===== src/rtl/hir_ctrl_pkg.sv =====
// Shared types and defaults for the HIR loop-control blocks.
package hir_ctrl_pkg;

   typedef enum logic {IDLE, RUN} loop_state_t;

   localparam int DEFAULT_IDX_W = 32;

endpackage : hir_ctrl_pkg


===== src/rtl/hir_delay_line.sv =====
// 1-bit tapped shift register: tap 0 is a combinational copy of din,
// tap k is din delayed by k cycles. Used to give loop bodies time offsets.
module hir_delay_line #(
   parameter int DELAY = 6
) (
   input  logic             clk,
   input  logic             rst_n,
   input  logic             din,
   output logic [DELAY-1:0] dout
);

   assign dout[0] = din;

   for (genvar k = 1; k < DELAY; k++) begin : g_stage
      logic stage_d;
      logic stage_q;

      assign stage_d = dout[k-1];

      // One delay stage per tap.
      always_ff @(posedge clk or negedge rst_n) begin
         if (!rst_n) stage_q <= 1'b0;
         else        stage_q <= stage_d;
      end

      assign dout[k] = stage_q;
   end

endmodule : hir_delay_line


===== src/rtl/hir_for_loop_ctrl.sv =====
// Sequencer for one counted loop level: captures lb/ub/step on tstart,
// pulses tloop once per iteration (advanced by tloop_in), then tfinish.
// Optional delay taps on tloop/tfinish are built when HIR_LOOP_CTRL_DELAY_EN
// is defined.
module hir_for_loop_ctrl
   import hir_ctrl_pkg::*;
#(
   parameter int IDX_W  = DEFAULT_IDX_W,
   parameter int STEP_W = 8,
   parameter int DELAY  = 6
) (
   input  logic              clk,
   input  logic              rst_n,
   input  logic              tstart,
   input  logic [IDX_W-1:0]  lb,
   input  logic [IDX_W-1:0]  ub,
   input  logic [STEP_W-1:0] step,
   input  logic              tloop_in,
   output logic [IDX_W-1:0]  idx,
   output logic              tloop,
   output logic              tfinish,
   output logic              busy,
   output logic              err
`ifdef HIR_LOOP_CTRL_DELAY_EN
   ,
   output logic [DELAY-1:0]  tloop_dly,
   output logic [DELAY-1:0]  tfinish_dly
`endif
);

   loop_state_t       state_q, state_d;
   logic [IDX_W-1:0]  idx_q, idx_d;
   logic [IDX_W-1:0]  ub_q, ub_d;
   logic [STEP_W-1:0] step_q, step_d;
   logic              tloop_q, tloop_d;
   logic              tfinish_q, tfinish_d;
   logic              err_q, err_d;

   // One extra bit so an index that overflows IDX_W ends the loop instead of wrapping.
   logic [IDX_W:0]    nxt;
   logic              nxt_in_range;
   logic              start_go;
   logic              start_empty;

   assign nxt          = {1'b0, idx_q} + {{(IDX_W+1-STEP_W){1'b0}}, step_q};
   assign nxt_in_range = nxt < {1'b0, ub_q};
   assign start_empty  = ub <= lb;
   assign start_go     = !start_empty && (step != '0);

   // State and registered outputs.
   always_ff @(posedge clk or negedge rst_n) begin
      if (!rst_n) begin
         state_q   <= IDLE;
         idx_q     <= '0;
         ub_q      <= '0;
         step_q    <= '0;
         tloop_q   <= 1'b0;
         tfinish_q <= 1'b0;
         err_q     <= 1'b0;
      end else begin
         // NOTE: non-blocking so every flop samples the pre-edge values of the others.
         state_q   <= state_d;
         idx_q     <= idx_d;
         ub_q      <= ub_d;
         step_q    <= step_d;
         tloop_q   <= tloop_d;
         tfinish_q <= tfinish_d;
         err_q     <= err_d;
      end
   end

   // Next state: tstart always (re)loads; a yield past the bound returns to IDLE.
   always_comb begin
      // NOTE: default first so no path through the case leaves a latch.
      state_d = state_q;
      unique case (state_q)
         IDLE: begin
            if (tstart && start_go) state_d = RUN;
         end
         RUN: begin
            if (tstart)                         state_d = start_go ? RUN : IDLE;
            else if (tloop_in && !nxt_in_range) state_d = IDLE;
         end
         default: state_d = IDLE;
      endcase
   end

   // Output/datapath: loop registers and the pulses issued on the next edge.
   always_comb begin
      idx_d     = idx_q;
      ub_d      = ub_q;
      step_d    = step_q;
      tloop_d   = 1'b0;
      tfinish_d = 1'b0;
      err_d     = 1'b0;
      if (tstart) begin
         idx_d     = lb;
         ub_d      = ub;
         step_d    = step;
         tloop_d   = start_go;
         tfinish_d = !start_go;
         // Zero step with work to do is refused; a restart aborts the running loop.
         err_d     = (!start_empty && (step == '0)) || (state_q == RUN);
      end else if (tloop_in) begin
         if (state_q == RUN) begin
            if (nxt_in_range) begin
               idx_d   = nxt[IDX_W-1:0];
               tloop_d = 1'b1;
            end else begin
               tfinish_d = 1'b1;
            end
         end else begin
            err_d = 1'b1;
         end
      end
   end

   assign idx     = idx_q;
   assign tloop   = tloop_q;
   assign tfinish = tfinish_q;
   assign err     = err_q;
   assign busy    = (state_q == RUN);

`ifdef HIR_LOOP_CTRL_DELAY_EN
   hir_delay_line #(.DELAY(DELAY)) u_tloop_dly (
      .clk   (clk),
      .rst_n (rst_n),
      .din   (tloop_q),
      .dout  (tloop_dly)
   );

   hir_delay_line #(.DELAY(DELAY)) u_tfinish_dly (
      .clk   (clk),
      .rst_n (rst_n),
      .din   (tfinish_q),
      .dout  (tfinish_dly)
   );
`else
   logic unused_delay_cfg;
   assign unused_delay_cfg = (DELAY >= 1);
`endif

endmodule : hir_for_loop_ctrl


===== config.mk =====
export PLATFORM = sky130hd
export DESIGN_NAME = hir_for_loop_ctrl
export DESIGN_NICKNAME = d
export VERILOG_FILES = /design/src/rtl/hir_ctrl_pkg.sv /design/src/rtl/hir_delay_line.sv /design/src/rtl/hir_for_loop_ctrl.sv
export SDC_FILE = /design/constraint.sdc
export NUM_CORES = 1
export LEC_CHECK = 0
export CORE_ASPECT_RATIO = 0.9
export CORE_MARGIN = 3
export CORE_UTILIZATION = 45
export CTS_CLUSTER_SIZE = 25
export DETAILED_ROUTE_END_ITERATION = 8
export PLACE_DENSITY = 0.72
export SYNTH_ARGS = -nofsm -noshare
export SYNTH_HDL_FRONTEND = slang
export SYNTH_SLANG_ARGS = --single-unit

===== constraint.sdc =====
create_clock -name clk -period 4.98 [get_ports clk]
set_clock_uncertainty 0.1 [all_clocks]
set_input_delay 1.245 -clock clk [delete_from_list [all_inputs] [get_ports clk]]
set_output_delay 1.245 -clock clk [all_outputs]
set_load 0.02 [all_outputs]

# ---- Word-level counts from Yosys, hierarchy flattened
# Cells that the tools add are included.
dict set report word_totals {
  reg_bits 76
  inputBits 76
  out_inout_bits 36
  wordCells 45
}
dict set report op_classes {
  add_sub_neg 1
  magnitude_cmp 2
  n_mux 20
  bitwise_logic 1
  n_reduce_logical 14
}
# op count
set op_table {}
lappend op_table {{32-bit 2-to-1 mux} 4}
lappend op_table {{32-bit by 8-bit adder with 33-bit output} 1}
lappend op_table {{33-bit by 32-bit < comparator with 1-bit output} 1}
lappend op_table {{32-bit <= comparator} 1}
lappend op_table {{1-bit 2-to-1 mux} 15}
lappend op_table {{8-bit logical NOT} 1}
lappend op_table {{8-bit nonzero test} 1}
lappend op_table {{2-bit nonzero test} 3}
lappend op_table {{1-bit logical AND} 4}
lappend op_table {{1-bit logical NOT} 3}
lappend op_table {{3-bit AND reduction} 1}
lappend op_table {{1-bit case mux with 2 select lines} 1}
lappend op_table {{1-bit logical OR} 1}
lappend op_table {{1-bit NOT} 1}

# ---- Longest topological paths before layout
dict set report depth {
  depth_word 7
  ltp_mapped 18
  mapped_depth_nobuf 14
}

# ---- Worst setup path after synthesis
# OpenSTA, ideal clock, no wires.
dict set report synth_timing {
  path_type {reg-to-reg}
  startpoint {register idx_q[0] (netlist: idx[0])}
  endpoint {register idx_q[8] (netlist: idx[8])}
  setup_time_ns 0.082
  arrival_ns 4.207
  required_time_ns 4.798
  setup_slack_ns 0.591
  stages_incl_launch_ff 18
  path_buffers 3
  period_less_slack_ns 4.389
  cell_sequence {dfrtp_1 ha_1 fa_1 a211oi_2 o211ai_2 and2_1 clkbuf_1 nand4_1 xnor2_1 ha_1 nand3_1 or2_2 nor4_1 o211a_1 buf_1 buf_1 o31ai_1 a31oi_1}
}
dict set report synth_via {
  elab_chain_len 5
  elab_cells_between_ends 8
  classes_between {add/sub: 1; order compare: 1; mux: 4; reduce/logical: 2}
}
# item line_no
set synth_rtl {}
lappend synth_rtl {{from (decl)} hir_for_loop_ctrl.sv:32} ;# logic [IDX_W-1:0] idx_q, idx_d;
lappend synth_rtl {{from (signal assigned)} hir_for_loop_ctrl.sv:63} ;# idx_q <= idx_d;
lappend synth_rtl {{32-bit by 8-bit adder with 33-bit output *} hir_for_loop_ctrl.sv:45} ;# assign nxt = {1'b0, idx_q} + {{(IDX_W+1-STEP_W){1'b0}}, step_q};
lappend synth_rtl {{branches (longest 4 deep; another with 33-bit by 32-bit < comparator with 1-bit output)} n/a}
# Every way passes the cells marked *. The select of a mux whose other input is x is not followed.
# A chain may end at the register's enable or synchronous reset.

# ---- Final worst setup path
dict set report layout_timing {
  startpoint {register idx_q[3] (netlist: idx[3])}
  endpoint {register idx_q[31] (netlist: idx[31])}
}
# Same word-level chain as after synthesis.

==> reports/metrics.cfg <==
[die]
die_w_um=126
start_util_pct=47.4
dieArea_um2=14500
io_pins=112
die_y_um=114
row_count=38
core_area_um2=12400

[setup_path]
worstPathRequired_ps=5120
critPathMaxStageDelay_ps=440
end_kind=flip-flop
start_kind=flip-flop
cp_cell_sequence=ha_1 > o21ai_0 > o31ai_1 > a41o_1 > and2_1 > nand2_1 > xnor2_1 > ha_1 > nand3_1 > or2_2 > nor4_2 > o211a_1 > buf_4 > nor2_1 > o311ai_1
critPathArrivalTime_ps=4870
crit_top_cell=ha_1
critPathSlowestCell=dfrtp_1
worst-setup-path-type=flip-flop to flip-flop
critPathMaxFanout=32

[logic_synthesis]
synth_top_family_by_area=compound AO/OA/AOI/OAI gates
synth.top_cell.area_share_pct=32.4
postSynthAreaPerCell_um2=8.55
yosys_most_used_dff=dfrtp_1
synth_compound_gate_area_share_pct=20.2
ys_seq_area_share_pct=32.4
synth_cell_types=62
synth_area_um2=5880
synth_enable_flop_cells=0
syn_nets=835
yosysWarnings=0
synth_xor_area_share_pct=4.47
synth-simple-area-share_pct=18.7
yosys.area.top_type=dfrtp_1
synthAdderAreaFrac_pct=15.5
synthArstFlopShare_pct=100
synthCells=687
netlist_top_cells_area=dfrtp_1 (32%), ha_1 (15%), inv_1 (4.5%)
synth_mux_area_share_pct=1.72
synth-seq-cells=76

[clock_network]
postCtsSetupRepairBufs=0
cts_buffer_depth=2
clk_pin_slew_ps=60
numCtsBuffers=9
root_buffer=clkbuf_16
clk_latency_ps=350
cts_sinks=76
cts_tree=built
htreeDepth=3

[flow_run]
maxCapViolCount=0

[sta]
layout_setup_ws_ps=249
finalCritPeriodShare_pct=95.0
slew_violations=0
relSlewSlack_pct=32.5
tightest_slew_ps=1010
fmax_mhz=211
setup_tns_ps=0
fin_crit_ps=4730
hold_viol_final=0
setup_viol=0
rsz0062_at_grt=no

[finish]
final_nets=935
antennaDiodeCount=0
n_fill_cell=1106
drive_gt1_share_pct=6.21
post-route-util_pct=59.7
area_growth_pct=26.0
instances_no_fill=949

[placed_design]
hpwl_um=13200
io_buffers=111
globalplace.congestion=0.928
dp_slack_ps=133
dp.cells=934

[route]
post-route-drc-count=0
drt_pass1_iterations=6
wl_per_cell_um=18.5
vias_per_cell=6.00
drtAntennaViolNets=0
via_count=5696
wl_um=17600
drt_iter0_drc=408

[global_route]
antenna_found_initial=0
grt_max_degree=77
grt_util_all_layers_pct=24.7
grt_pass1_vias=5594
grt_pass1_wl_um=28600
grt.overflow.total=0

[power]
power_w=0.00208
vdd_drop_max_uv=194
p_leak_nw=3.20
p_per_area_nw_per_um2=281

[min_path]
hp-class=flip-flop to flip-flop

[run_status]
outcome=complete, no violations

[worst paths after layout]
kind / slack, ps / end / from / depth (start not counted)
max: 250 / idx[31]$_DFFE_PN0P_ / idx[3]$_DFFE_PN0P_ / 15
min: 410 / step_q[2]$_DFFE_PN0P_ / step_q[2]$_DFFE_PN0P_ / 1
max reg2reg: 250 / idx[31]$_DFFE_PN0P_ / idx[3]$_DFFE_PN0P_ / 15
min reg2reg: 410 / step_q[2]$_DFFE_PN0P_ / step_q[2]$_DFFE_PN0P_ / 1
max in group asynchronous: 3160 / err$_DFF_PN0_ / rst_n / 1
min in group asynchronous: 970 / ub_q[14]$_DFFE_PN0P_ / rst_n / 1
[worst max-delay path, delay by kind of cell, from the launching register on]
family | cells | cell delay, ps
AOI/OAI and AO/OA | 5 | 1420
adders and majority gates | 2 | 680
xor gates and xnor gates | 1 | 150
DFF | 1 | 440
buffers and inverters | 1 | 330
and+or+nand+nor | 6 | 1500
[report_power, final]
group          internal (W)  switching, W  leakage (nW)  total, W
logic              0.000326      0.000409          2.19  0.000735
clock network      0.000355      0.000254         0.129  0.000609
registers          0.000678     0.0000621         0.887  0.000740
total               0.00136      0.000725          3.20   0.00208
[cell type report]
cell class | instances | area [µm²] | share of cell area (%)
Inverter | 71 | 267 | 3.60
Clock inverter | 2 | 12.5 | 0.169
Timing Repair Buffer | 119 | 1160 | 15.7
Tap cell | 160 | 200 | 2.70
Clock buffer | 11 | 253 | 3.41
Sequential cell | 76 | 1900 | 25.7
Multi-Input combinational cell | 510 | 3610 | 48.7
[repair_timing]
action,in CTS,in global routing
endpoints found under the setup margin,0,29
resized for setup,0,7
hold buffers,0,0
[through the flow]
stage	hold slack (ps)	cell area [µm²]
after floorplan	373	5880
after detailed placement	403	7090
after global routing	437	7400
final	415	7400
after CTS	416	7360
after global placement	389	7090
[per-layer routing]
| layer | wire (µm) | vias up | track usage, % |
|---|---|---|---|
| met1 | 7670 | 2705 | 32.2 |
| li1 | - | 2730 | - |
| met5 | 0 | - | 0 |
| met4 | 576 | 0 | 9.51 |
| met2 | 8010 | 219 | 39.1 |
| met3 | 1330 | 42 | 6.86 |
[synthesized netlist by cell type (3+ instances only)]
cell type / count
mux2_2: 9
ha_1: 71
nor4_1: 10
o41ai_1: 3
nor2b_1: 6
xor2_1: 5
a221oi_1: 4
xnor2_1: 25
and2_1: 5
or2_2: 3
a31oi_1: 26
a21oi_1: 29
nand4_1: 26
o211ai_1: 6
o31ai_1: 16
a21o_1: 7
nand2_1: 68
clkbuf_1: 21
nand3_1: 21
dfrtp_1: 76
buf_2: 4
nor2_1: 33
nor4_2: 3
buf_1: 4
nand4b_1: 3
buf_6: 3
inv_1: 71
or4_1: 14
nor3_1: 13
o21ai_0: 53
a22oi_1: 6
[kinds of logic (layout without fill, tap and decap cells)]
group / after synthesis / after routing
AND/OR/NAND/NOR: 214 / 216
AO/OA/AOI/OAI: 183 / 183
buffers and inverters: 103 / 203
flip-flops: 76 / 76
adder cells (fa/ha/maj): 72 / 72
XOR/XNOR: 30 / 30
multiplexers: 9 / 9
[sequential cells by signal, indices dropped and copies added (netlist names)]
register / cells
ub_q: 32
busy: 1
idx: 32
err: 1
tfinish: 1
tloop: 1
step_q: 8
[cell usage in the layout (no fill, tap or decap), types with 7 or more instances in the layout]
cell and instances:
clkdlybuf4s50_1 109, dfrtp_1 76, inv_1 71, ha_1 71, nand2_1 68, o21ai_0 53
nor2_1 33, a21oi_1 29, nand4_1 26, a31oi_1 26, xnor2_1 25, nand3_1 21
o31ai_1 16, or4_1 14, nor3_1 13, nor4_1 9, mux2_2 9, clkbuf_16 9
buf_4 9, a21o_1 7
(Power assumes the default switching activity.)
